--- src/rtl/ser_tx_scheduler_if.sv ---
// Requester byte streams plus the serializer-side symbol bus and status of
// the lane scheduler. The scheduler itself uses the slave modport.
interface ser_tx_scheduler_if #(
  parameter int NUM_REQ    = 4,
  parameter int DATA_WIDTH = 8
);
  logic [NUM_REQ-1:0]            i_req_valid;
  logic [NUM_REQ*DATA_WIDTH-1:0] i_req_data;
  logic [NUM_REQ-1:0]            i_req_last;
  logic [NUM_REQ-1:0]            o_req_ready;
  logic                          i_ser_ready;
  logic                          o_sym_valid;
  logic [DATA_WIDTH-1:0]         o_sym_data;
  logic                          o_sym_k;
  logic [2:0]                    o_grant;
  logic                          o_busy;
  logic [7:0]                    o_underrun_cnt;

  modport master (
    output i_req_valid, i_req_data, i_req_last, i_ser_ready,
    input  o_req_ready, o_sym_valid, o_sym_data, o_sym_k,
           o_grant, o_busy, o_underrun_cnt
  );

  modport slave (
    input  i_req_valid, i_req_data, i_req_last, i_ser_ready,
    output o_req_ready, o_sym_valid, o_sym_data, o_sym_k,
           o_grant, o_busy, o_underrun_cnt
  );
endinterface

--- src/rtl/ser_tx_scheduler.sv ---
// Symbol scheduler feeding one 8b/10b serializer lane. Requesters share the
// lane with packet-locked round-robin arbitration; idle slots, underrun slots
// and periodic alignment slots are filled with the K28.5 comma.
module ser_tx_scheduler #(
  parameter int NUM_REQ      = 4,
  parameter int DATA_WIDTH   = 8,
  parameter int COMMA_PERIOD = 16
) (
  input logic               clk,
  input logic               i_rst_n,
  ser_tx_scheduler_if.slave bus
);

  localparam int CW = $clog2(COMMA_PERIOD + 1);
  localparam logic [DATA_WIDTH-1:0] K28_5 = DATA_WIDTH'(8'hBC);

  typedef enum logic {IDLE, XFER} state_t;

  state_t                state, state_nxt;
  logic [2:0]            ptr, ptr_nxt;
  logic [2:0]            grant, grant_nxt;
  logic [CW-1:0]         cnt, cnt_nxt;
  logic [7:0]            urun, urun_nxt;

  logic                  gnt_valid, gnt_last;
  logic [DATA_WIDTH-1:0] gnt_data;
  logic                  arb_found;
  logic [2:0]            arb_idx;
  logic                  force_k;
  logic [NUM_REQ-1:0]    req_ready;

  logic                  vld_p0, sym_k_p0;
  logic [DATA_WIDTH-1:0] sym_data_p0;
  logic                  vld_p1, sym_k_p1;
  logic [DATA_WIDTH-1:0] sym_data_p1;

  function automatic logic [7:0] sat_inc8(input logic [7:0] v);
    return (v == 8'hFF) ? v : v + 8'd1;
  endfunction

  function automatic logic [2:0] wrap_inc(input logic [2:0] g);
    return (g == 3'(NUM_REQ - 1)) ? 3'd0 : g + 3'd1;
  endfunction

  assign force_k = (cnt == CW'(COMMA_PERIOD));

  // Select the grant holder's valid/last/data lanes.
  always_comb begin
    gnt_valid = 1'b0;
    gnt_last  = 1'b0;
    gnt_data  = '0;
    for (int i = 0; i < NUM_REQ; i++) begin
      if (grant == 3'(i)) begin
        gnt_valid = bus.i_req_valid[i];
        gnt_last  = bus.i_req_last[i];
        gnt_data  = bus.i_req_data[i*DATA_WIDTH +: DATA_WIDTH];
      end
    end
  end

  // Round-robin search: first valid requester at or after the pointer.
  always_comb begin
    arb_found = 1'b0;
    arb_idx   = ptr;
    for (int k = 0; k < NUM_REQ; k++) begin
      for (int i = 0; i < NUM_REQ; i++) begin
        if (!arb_found && bus.i_req_valid[i] && ((int'(ptr) + k) % NUM_REQ == i)) begin
          arb_found = 1'b1;
          arb_idx   = 3'(i);
        end
      end
    end
  end

  // Ready goes only to the grant holder on a data slot (not a forced comma).
  always_comb begin
    req_ready = '0;
    if (bus.i_ser_ready && (state == XFER) && !force_k) begin
      for (int i = 0; i < NUM_REQ; i++) begin
        if (grant == 3'(i)) req_ready[i] = bus.i_req_valid[i];
      end
    end
  end

  assign bus.o_req_ready = req_ready;

  // Next-state and symbol decision for this slot.
  always_comb begin
    state_nxt   = state;
    ptr_nxt     = ptr;
    grant_nxt   = grant;
    cnt_nxt     = cnt;
    urun_nxt    = urun;
    vld_p0      = 1'b0;
    sym_k_p0    = 1'b0;
    sym_data_p0 = '0;
    case (state)
      IDLE: begin
        if (bus.i_ser_ready) begin
          vld_p0      = 1'b1;
          sym_k_p0    = 1'b1;
          sym_data_p0 = K28_5;
          cnt_nxt     = '0;
        end
        if (arb_found) begin
          grant_nxt = arb_idx;
          state_nxt = XFER;
        end
      end
      XFER: begin
        if (bus.i_ser_ready) begin
          vld_p0 = 1'b1;
          if (force_k) begin
            sym_k_p0    = 1'b1;
            sym_data_p0 = K28_5;
            cnt_nxt     = '0;
          end else if (gnt_valid) begin
            sym_data_p0 = gnt_data;
            cnt_nxt     = cnt + CW'(1);
            if (gnt_last) begin
              state_nxt = IDLE;
              ptr_nxt   = wrap_inc(grant);
            end
          end else begin
            sym_k_p0    = 1'b1;
            sym_data_p0 = K28_5;
            cnt_nxt     = '0;
            urun_nxt    = sat_inc8(urun);
          end
        end
      end
      default: state_nxt = IDLE;
    endcase
  end

  // ---- stage p0 -> p1: control state and registered symbol output ----
  always_ff @(posedge clk) begin
    if (!i_rst_n) begin
      state       <= IDLE;
      ptr         <= '0;
      grant       <= '0;
      cnt         <= '0;
      urun        <= '0;
      vld_p1      <= 1'b0;
      sym_k_p1    <= 1'b0;
      sym_data_p1 <= '0;
    end else begin
      state       <= state_nxt;
      ptr         <= ptr_nxt;
      grant       <= grant_nxt;
      cnt         <= cnt_nxt;
      urun        <= urun_nxt;
      vld_p1      <= vld_p0;
      sym_k_p1    <= sym_k_p0;
      sym_data_p1 <= sym_data_p0;
    end
  end

  assign bus.o_sym_valid    = vld_p1;
  assign bus.o_sym_data     = sym_data_p1;
  assign bus.o_sym_k        = sym_k_p1;
  assign bus.o_grant        = grant;
  assign bus.o_busy         = (state == XFER);
  assign bus.o_underrun_cnt = urun;

endmodule

--- src/flat_wrapper.sv ---
// flat-port wrapper written by rule: the top's interface ports become plain ports
module ser_tx_scheduler_flat 
#(
  parameter int NUM_REQ      = 4,
  parameter int DATA_WIDTH   = 8,
  parameter int COMMA_PERIOD = 16
)
  (clk, i_rst_n, bus_i_req_valid, bus_i_req_data, bus_i_req_last, bus_i_ser_ready, bus_o_req_ready, bus_o_sym_valid, bus_o_sym_data, bus_o_sym_k, bus_o_grant, bus_o_busy, bus_o_underrun_cnt);
  ser_tx_scheduler_if #(.NUM_REQ(NUM_REQ), .DATA_WIDTH(DATA_WIDTH)) bus_i ();
  input logic clk;
  input logic i_rst_n;
  input wire logic [$bits(bus_i.i_req_valid)-1:0] bus_i_req_valid;
  input wire logic [$bits(bus_i.i_req_data)-1:0] bus_i_req_data;
  input wire logic [$bits(bus_i.i_req_last)-1:0] bus_i_req_last;
  input wire logic [$bits(bus_i.i_ser_ready)-1:0] bus_i_ser_ready;
  output wire logic [$bits(bus_i.o_req_ready)-1:0] bus_o_req_ready;
  output wire logic [$bits(bus_i.o_sym_valid)-1:0] bus_o_sym_valid;
  output wire logic [$bits(bus_i.o_sym_data)-1:0] bus_o_sym_data;
  output wire logic [$bits(bus_i.o_sym_k)-1:0] bus_o_sym_k;
  output wire logic [$bits(bus_i.o_grant)-1:0] bus_o_grant;
  output wire logic [$bits(bus_i.o_busy)-1:0] bus_o_busy;
  output wire logic [$bits(bus_i.o_underrun_cnt)-1:0] bus_o_underrun_cnt;
  assign bus_i.i_req_valid = bus_i_req_valid;
  assign bus_i.i_req_data = bus_i_req_data;
  assign bus_i.i_req_last = bus_i_req_last;
  assign bus_i.i_ser_ready = bus_i_ser_ready;
  assign bus_o_req_ready = bus_i.o_req_ready;
  assign bus_o_sym_valid = bus_i.o_sym_valid;
  assign bus_o_sym_data = bus_i.o_sym_data;
  assign bus_o_sym_k = bus_i.o_sym_k;
  assign bus_o_grant = bus_i.o_grant;
  assign bus_o_busy = bus_i.o_busy;
  assign bus_o_underrun_cnt = bus_i.o_underrun_cnt;
  ser_tx_scheduler #(.NUM_REQ(NUM_REQ), .DATA_WIDTH(DATA_WIDTH), .COMMA_PERIOD(COMMA_PERIOD)) u_core (.clk(clk), .i_rst_n(i_rst_n), .bus(bus_i));
endmodule
--- config.mk ---
export PLATFORM = sky130hd
export DESIGN_NAME = ser_tx_scheduler_flat
export DESIGN_NICKNAME = d
export VERILOG_FILES = /design/src/rtl/ser_tx_scheduler_if.sv /design/src/rtl/ser_tx_scheduler.sv /design/src/flat_wrapper.sv
export SDC_FILE = /design/constraint.sdc
export NUM_CORES = 1
export LEC_CHECK = 0
export CORE_MARGIN = 2
export CORE_UTILIZATION = 25
export DETAILED_ROUTE_END_ITERATION = 16
export PLACE_DENSITY = 0.53
export SLEW_MARGIN = 20
export SYNTH_ARGS = -nofsm -noshare
export SYNTH_HDL_FRONTEND = slang
export SYNTH_SLANG_ARGS = --single-unit
--- constraint.sdc ---
create_clock -name clk -period 2.3 [get_ports clk]
set_clock_uncertainty 0.15 [all_clocks]
set_input_delay 0.46 -clock clk [delete_from_list [all_inputs] [get_ports clk]]
set_output_delay 0.46 -clock clk [all_outputs]
set_load 0.02 [all_outputs]
==> results of run 1 <==
Yosys cell counts (all sizes together) (2+ instances only):
cell type,n,share of area
a21oi,20,0.059
a221oi,3,0.015
a22oi,2,0.0088
a31oi,2,0.0073
and2,3,0.012
and3,4,0.015
buf,3,0.018
clkbuf,5,0.011
dfxtp,29,0.34
ha,7,0.051
inv,10,0.022
mux2i,5,0.029
nand2,29,0.064
nand2b,4,0.015
nand3,9,0.034
nand3b,4,0.018
nand4,3,0.011
nor2,14,0.032
nor2b,8,0.029
nor3,7,0.023
nor4,2,0.0073
o21ai,9,0.026
o221ai,6,0.031
o31ai,3,0.013
or2,2,0.0073
or3,3,0.012
or4,3,0.013
xor2,3,0.015
flip-flops by register name (all words and copies together) (netlist names):
register                   count
u_core.bus.o_sym_data          8
u_core.bus.o_sym_k             1
u_core.ptr                     2
u_core.cnt                     5
u_core.bus.o_busy              1
u_core.bus.o_underrun_cnt      8
u_core.bus.o_grant             3
u_core.bus.o_sym_valid         1
per-stage QoR:
stage	cells	TNS (ns)
6_report	387	0
5_1_grt	387	0
4_1_cts	387	0
2_1_floorplan	210	0
3_3_place_gp	379	-1.22
3_5_place_dp	379	-1.35
cells by family after synthesis:
family | share of synthesized area
fa+ha+maj | 0.0513
compound gates | 0.192
simple gates | 0.321
buf+inv | 0.0506
mux | 0.0293
flops | 0.340
xor+xnor | 0.0154
worst register-to-register path, delay by kind of cell (launching register included):
kind	cells	cell delay [ns]
AOI/OAI and AO/OA	2	0.24
DFF	1	0.41
adders and majority gates	1	0.23
buffers and inverters	2	0.22
and+or+nand+nor	3	0.79
worst min-delay path by stage:
stage	start	end	slack [ns]	cells past startpoint
after floorplan	u_core.ptr[0]	u_core.ptr[0]	0.31	2
after global placement	u_core.bus.o_underrun_cnt[6]	u_core.bus.o_underrun_cnt[6]	0.32	2
after detailed placement	u_core.bus.o_underrun_cnt[5]	u_core.bus.o_underrun_cnt[5]	0.34	2
after CTS	u_core.bus.o_underrun_cnt[5]	u_core.bus.o_underrun_cnt[5]	0.35	2
after global routing	u_core.bus.o_underrun_cnt[5]	u_core.bus.o_underrun_cnt[5]	0.36	2
final	u_core.bus.o_underrun_cnt[5]	u_core.bus.o_underrun_cnt[5]	0.34	2
power breakdown:
group	switching [mW]	internal, mW	total, mW
Combinational	0.176	0.210	0.386
Sequential	0.0133	0.525	0.538
Clock	0.195	0.209	0.404
layout make-up:
cell class / instances / area, sq um
clock buffer: 6 / 72.6
clock inverter: 2 / 10.0
fill: 705 / 3960
inverter: 10 / 37.5
multi-input combinational: 163 / 1050
sequential: 29 / 581
tap: 80 / 100
timing repair buffer: 97 / 878
metal layers:
layer | vias to the layer above | GRT usage | share of wire
met5 | - | 0 | 0
met4 | 0 | 0.0412 | 0.018
met3 | 9 | 0.0448 | 0.057
met1 | 846 | 0.177 | 0.47
li1 | 946 | - | -
met2 | 57 | 0.225 | 0.45
repair_timing:
| item | 4_1_cts | 5_1_grt |
|---|---|---|
| setup endpoints to repair | 4 | 8 |
| gates resized for setup | 8 | 11 |
| buffers inserted | 0 | 0 |
==> impl_metrics.toml, run 1 <==
[global_routing]
antenna_found_initial = 0
grt_pass1_vias = 1790
grt_max_degree = 18
grt_pass1_wl_mm = 8.27
overflow = 0
track_usage = 0.139

[critical_path]
cp-endpoint = "bus_o_req_ready[2]"
worstPathRequired_ns = 1.69
critPathSlowestCell = "clkdlybuf4s50_1"
r2r-start = "u_core.bus.o_grant[0]"
start_kind = "primary input"
crit_chain = "clkdlybuf4s50_1 -> nand3_4 -> nor2_2 -> and3_1 -> buf_2"
critPathBufInv = 2
cp_slowest_stage_delay_ns = 0.54
crit_type = "primary input to output pin"
worstRegToRegCells = 8
crit_arrival_ns = 1.53
crit_cells = 5
reg2reg_to = "u_core.bus.o_underrun_cnt[3]"
crit_fanout = 4
reg2reg_slack_ns = 0.20
setup.worst_path.end_class = "output pin"
crit_start = "bus_i_ser_ready"
path_delay_family = "buffers and inverters"

[yosys]
yosysUniqueCellTypes = 43
synth_seq_area_share = 0.340
synthCells = 210
syn_area_per_cell_sq_um = 8.13
synth_seq_cells = 29
synth_edf_count = 0
netlist_area_sq_mm = 0.00171
synthArstFlopShare = 0
syn-num-nets = 260
synthFlopType = "dfxtp_1"
yosysWarnings = 0

[run]
maxCapViolations = 0

[sta]
worstMarginPinSlew_ns = 0.326
hold_viol_final = 0
period_needed_ns = 2.14
fmax_ghz = 0.468
hold_slack_ns = 0.342
slew_headroom = 0.780
grt_setup_unrepaired = "no"
post-route-period-util = 0.928
final_max_slew_viol_count = 0
final-setup-viol-count = 0
setup_ws_ns = 0.165

[clocking]
postCtsHoldBufs = 0
clock_latency_ns = 0.28
cts_tree = "done"
clockBufferDepth = 2
htreeDepth = 2
clock-sinks = 29
cts_buffers = 5
root_buffer = "clkbuf_8"
clkSlewWorstSetupHoldPaths_ns = 0.07

[floorplan]
coreArea_sq_mm = 0.00668
fp.dieW_microns = 86.6
initial_utilization = 0.255
ios = 69
die_height_microns = 86.6
rows = 30
die-area_sq_mm = 0.00750

[outcome]
outcome = "complete, no violations"

[pwr]
leakagePower_nw = 1.07
peakVddDrop_mv = 0.198
power_mw = 1.33
power_density_mw_per_mm2 = 487

[final_layout]
antennaDiodeCount = 0
fin_area_sq_mm = 0.00273
fin_util = 0.408
nets = 356
final_cell_mix = "64 x clkdlybuf4s50_1, 29 x nand2_1, 29 x buf_4, 29 x dfxtp_1, 20 x a21oi_1"
drive_gt1_frac = 0.176
layout_commonest_cell = "clkdlybuf4s50_1"
area_delta_synth_final_pct = 59.8

[placement]
hpwl_mm = 4.09
port_buffers = 68
gp_congestion = 0.775
place_ws_ns = -0.314
postPlaceCellArea_sq_mm = 0.00266

[route]
first_pass_iters = 4
drt_iter0_markers = 68
vias = 1858
ant_nets = 0
via_per_inst = 4.80
drc = 0
drt-total-wl_mm = 5.19
wire_per_inst_microns = 13.4

[min_path]
hold_path.class = "flop to flop"
Power figures use the tool's default switching activity.
==> run 2, diff against run 1 <==
--- a/config.mk
+++ b/config.mk
@@ -9,6 +9,7 @@
 export CORE_UTILIZATION = 25
 export DETAILED_ROUTE_END_ITERATION = 16
 export PLACE_DENSITY = 0.53
+export RECOVER_POWER = 100
 export SLEW_MARGIN = 20
 export SYNTH_ARGS = -nofsm -noshare
 export SYNTH_HDL_FRONTEND = slang
==> run 2 against run 1 <==
Combinational power decreased by 4%. Power down 1.3%. First-iteration DRC count is 2.9% higher. Clock-buffer cell count unchanged. Routed wire length fell by 0.21%. Sequential power about the same. Global-route usage is the same. Worst setup slack got worse by 0.020 ns. Cell count unchanged. Clock power about the same. Via count increased by 0.27%.
==> impl_metrics.toml, run 2 (synthesized netlist as in run 1, its figures left out) <==
[pwr]
power_density_mw_per_mm2 = 484
power_mw = 1.31
peakVddDrop_mv = 0.198
leakagePower_nw = 1.11

[clocking]
clkSlewWorstSetupHoldPaths_ns = 0.07
postCtsHoldBufs = 0
cts_tree = "done"
cts_buffers = 5
root_buffer = "clkbuf_8"
clock-sinks = 29
clockBufferDepth = 2
htreeDepth = 2
clock_latency_ns = 0.28

[placement]
gp_congestion = 0.775
place_ws_ns = -0.314
postPlaceCellArea_sq_mm = 0.00266
port_buffers = 68
hpwl_mm = 4.09

[final_layout]
final_cell_mix = "42 x clkdlybuf4s50_1, 29 x nand2_1, 29 x dfxtp_1"
nets = 356
n_fill_cell = 710
fin_util = 0.405
fin_area_sq_mm = 0.00271
area_delta_synth_final_pct = 58.7
layout_commonest_cell = "clkdlybuf4s50_1"
drive_gt1_frac = 0.160
antennaDiodeCount = 0

[sta]
post-route-period-util = 0.937
hold_viol_final = 0
grt_setup_unrepaired = "no"
setup_ws_ns = 0.145
fmax_ghz = 0.464
slew_headroom = 0.782
final-setup-viol-count = 0
worstMarginPinSlew_ns = 0.324
final_max_slew_viol_count = 0
period_needed_ns = 2.16

[run]
maxCapViolations = 0

[route]
drc = 0
vias = 1863
via_per_inst = 4.81
drt_iter0_markers = 70
first_pass_iters = 4
drt-total-wl_mm = 5.18
ant_nets = 0
wire_per_inst_microns = 13.4

[global_routing]
track_usage = 0.139
grt_pass1_wl_mm = 8.27
overflow = 0
antenna_found_initial = 0
grt_max_degree = 18
grt_pass1_vias = 1790

[floorplan]
die-area_sq_mm = 0.00750
coreArea_sq_mm = 0.00668
die_height_microns = 86.6
fp.dieW_microns = 86.6
ios = 69
initial_utilization = 0.255
rows = 30

[critical_path]
crit_type = "primary input to output pin"
worstPathRequired_ns = 1.69
worstRegToRegCells = 8
crit_arrival_ns = 1.55
r2r-start = "u_core.bus.o_grant[0]"
reg2reg_to = "u_core.bus.o_underrun_cnt[3]"
start_kind = "primary input"
setup.worst_path.end_class = "output pin"
reg2reg_slack_ns = 0.21
crit_fanout = 4

[min_path]
hold_depth = 2
whs_endpoint = "u_core.bus.o_underrun_cnt[5]"
hold_path.class = "flop to flop"
hold_start = "u_core.bus.o_underrun_cnt[5]"

[outcome]
outcome = "complete, no violations"
## run 2: per-stage QoR
stage               hold WS (ns)  instances  setup TNS [ns]
finish                     0.335        387               0
global route               0.361        387               0
CTS                        0.346        387               0
detailed placement         0.337        379           -1.35
global placement           0.318        379           -1.22
floorplan                  0.311        210               0
## run 2: worst max-delay path by stage
stage	end	slack [ns]	startpoint	cells past startpoint
2_1_floorplan	u_core.bus.o_underrun_cnt[5]	0.08	u_core.bus.o_grant[0]	9
3_3_place_gp	bus_o_req_ready[2]	-0.31	bus_i_ser_ready	5
3_5_place_dp	bus_o_req_ready[2]	-0.31	bus_i_ser_ready	5
4_1_cts	bus_o_req_ready[1]	0.008	u_core.cnt[0]	6
5_1_grt	bus_o_req_ready[3]	0.04	u_core.cnt[0]	7
6_report	bus_o_req_ready[0]	0.14	bus_i_ser_ready	4
## run 2: worst max-delay path, stage by stage
cell and delay (ns):
clkdlybuf4s50_1 0.54, nand3_4 0.12, nor3_1 0.17, clkbuf_1 0.25
## run 2: power by group
group | switching, mW | leakage, nW | total [mW] | internal (mW)
clock network | 0.195 | 0.0450 | 0.404 | 0.209
registers | 0.0125 | 0.237 | 0.537 | 0.525
logic | 0.175 | 0.833 | 0.369 | 0.194
total | 0.383 | 1.11 | 1.31 | 0.928
## run 2: cell type report
class                   count  area, sq um  share of cell area
multi-input cells         163         1050               0.387
repair buffers             97          860               0.317
flip-flops and latches     29          581               0.214
well taps                  80          100              0.0370
clock buffers               6         72.6              0.0268
inverters                  10         37.5              0.0139
clock inverters             2         10.0             0.00370
## run 2: metal layers
metal / vias up / GRT usage / routed length (microns)
li1: 948 / - / -
met2: 63 / 0.225 / 2370
met1: 843 / 0.177 / 2410
met3: 9 / 0.0448 / 305
met4: 0 / 0.0412 / 93
met5: - / 0 / 0
## run 2: repair_timing
item                       4_1_cts  5_1_grt
setup buffers                    0        0
setup endpoints to repair        4        8
pin swaps                        0        0
resized for setup                8       11
==> run 3, diff against run 2 <==
==> constraint.sdc (replaced) <==
create_clock -name clk -period 2.3 [get_ports clk]
set_clock_uncertainty 0.15 [all_clocks]
set_input_delay 0.345 -clock clk [delete_from_list [all_inputs] [get_ports clk]]
set_output_delay 0.345 -clock clk [all_outputs]
set_load 0.02 [all_outputs]
==> run 3 against run 2 <==
Routed wire length is 4.4% lower. Cell count is 2.6% lower. Non-clock buffer count is 9 lower. Worst setup slack worse by 0.031 ns. Maximum frequency is 1.4% lower. First-iteration DRC count is 30% lower. Clock-buffer cell count is 1 higher. Power is 0.15% higher. Largest cell class unchanged. Largest power group unchanged.
==> impl_metrics.toml, run 3 (synthesized netlist as in run 1, its figures left out) <==
[route]
ant_nets = 0
wire_per_inst_microns = 13.1
drt-total-wl_mm = 4.96
first_pass_iters = 6
via_per_inst = 4.74
drc = 0
vias = 1787
drt_iter0_markers = 49

[clocking]
clock_latency_ns = 0.28
root_buffer = "clkbuf_8"
clockBufferDepth = 2
clock-sinks = 29
clkSlewWorstSetupHoldPaths_ns = 0.06
htreeDepth = 2
cts_buffers = 5
cts_tree = "done"
cts_setup_buffers = 0

[sta]
worstMarginPinSlew_ns = 0.441
slew_headroom = 0.705
fmax_ghz = 0.457
post-route-period-util = 0.951
grt_setup_unrepaired = "no"
final_max_slew_viol_count = 0
period_needed_ns = 2.19
final-setup-viol-count = 0
hold_viol_final = 0

[critical_path]
crit_type = "flop to output pin"
r2r-start = "u_core.bus.o_grant[0]"
worstPathRequired_ns = 1.80
start_kind = "flop"
crit_fanout = 4
setup.worst_path.end_class = "output pin"
crit_start = "u_core.cnt[0]"
crit_arrival_ns = 1.69

[final_layout]
n_fill_cell = 703
antennaDiodeCount = 0
multi_input_area_sq_mm = 0.00103
layout_commonest_cell = "clkdlybuf4s50_1"
nets = 347
area_delta_synth_final_pct = 55.2
drive_gt1_frac = 0.111
seq_area_sq_um = 582
fin_util = 0.396
final_cell_mix = "40 x clkdlybuf4s50_1, 29 x nand2_1, 28 x dfxtp_1"

[floorplan]
die_height_microns = 86.6
rows = 30
ios = 69
initial_utilization = 0.255
coreArea_sq_mm = 0.00668
die-area_sq_mm = 0.00750
fp.dieW_microns = 86.6

[global_routing]
grt_pass1_vias = 1628
grt_pass1_wl_mm = 7.81
antenna_found_initial = 0
overflow = 0
track_usage = 0.134
grt_max_degree = 18

[placement]
gp_congestion = 0.738
hpwl_mm = 3.87
port_buffers = 68

[pwr]
swShare = 0.281
leakagePower_nw = 1.08
power_density_mw_per_mm2 = 496
power_frac_seq = 0.410
clkPwrFrac = 0.321
power_switching_uw = 368
combPwrFrac = 0.269
p_int_uw = 944
peakVddDrop_mv = 0.193
power_mw = 1.31

[min_path]
hold_start = "u_core.bus.o_underrun_cnt[6]"
hold_path.class = "flop to flop"

[outcome]
outcome = "complete, no violations"

[run]
maxCapViolations = 0
run 3: final timing paths:
| path | endpoint | slack [ns] | cells past startpoint |
|---|---|---|---|
| setup reg to reg | u_core.bus.o_underrun_cnt[3] | 0.19 | 7 |
| hold / removal | u_core.bus.o_underrun_cnt[6] | 0.32 | 2 |
| setup / recovery | bus_o_req_ready[2] | 0.11 | 7 |
| hold reg to reg | u_core.bus.o_underrun_cnt[6] | 0.32 | 2 |
run 3: cell type report:
type                       instances  area share
timing repair buffer              88       0.306
sequential                        29       0.220
inverter                          10      0.0142
tap                               80      0.0378
clock buffer                       7      0.0326
multi-input combinational        163       0.390
run 3: timing repair:
action,CTS,global route
hold buffers,0,0
setup endpoints to repair,4,7
hold endpoints to repair,0,0
resized for setup,4,4
run 3: per-layer routing:
layer | GRT usage | vias to the layer above | wire length, microns | share of wire
li1 | - | 936 | - | -
met1 | 0.174 | 798 | 2360 | 0.48
met2 | 0.214 | 49 | 2220 | 0.45
met3 | 0.0419 | 4 | 328 | 0.066
met4 | 0.0384 | 0 | 44 | 0.0089
met5 | 0 | - | 0 | 0
run 3: power by group through the flow:
| stage | registers [mW] | clock network [mW] | logic [mW] |
|---|---|---|---|
| 5_1_grt | 0.542 | 0.467 | 0.390 |
| 6_report | 0.539 | 0.421 | 0.352 |
| 2_1_floorplan | 0.574 | 0 | 0.159 |
| 4_1_cts | 0.540 | 0.439 | 0.374 |
| 3_5_place_dp | 0.551 | 0 | 0.373 |
| 3_3_place_gp | 0.551 | 0 | 0.371 |
run 3: worst max-delay path, cell delays in order (launching register included):
cell	delay (ns)
dfxtp_1	0.33
inv_1	0.06
ha_1	0.23
nand4bb_4	0.12
nand3_4	0.10
nor2_1	0.13
and3_1	0.16
clkdlybuf4s15_1	0.29
run 3: per-stage QoR:
step | hold slack (ns) | area (sq um) | setup slack (ns) | cells | TNS (ns)
detailed placement | 0.323 | 2590 | -0.0890 | 370 | -0.231
CTS | 0.332 | 2670 | 0.0543 | 377 | 0
global placement | 0.318 | 2590 | -0.0848 | 370 | -0.180
finish | 0.320 | 2650 | 0.114 | 377 | 0
global route | 0.362 | 2650 | 0.00115 | 377 | 0
floorplan | 0.311 | 1710 | 0.0843 | 210 | 0
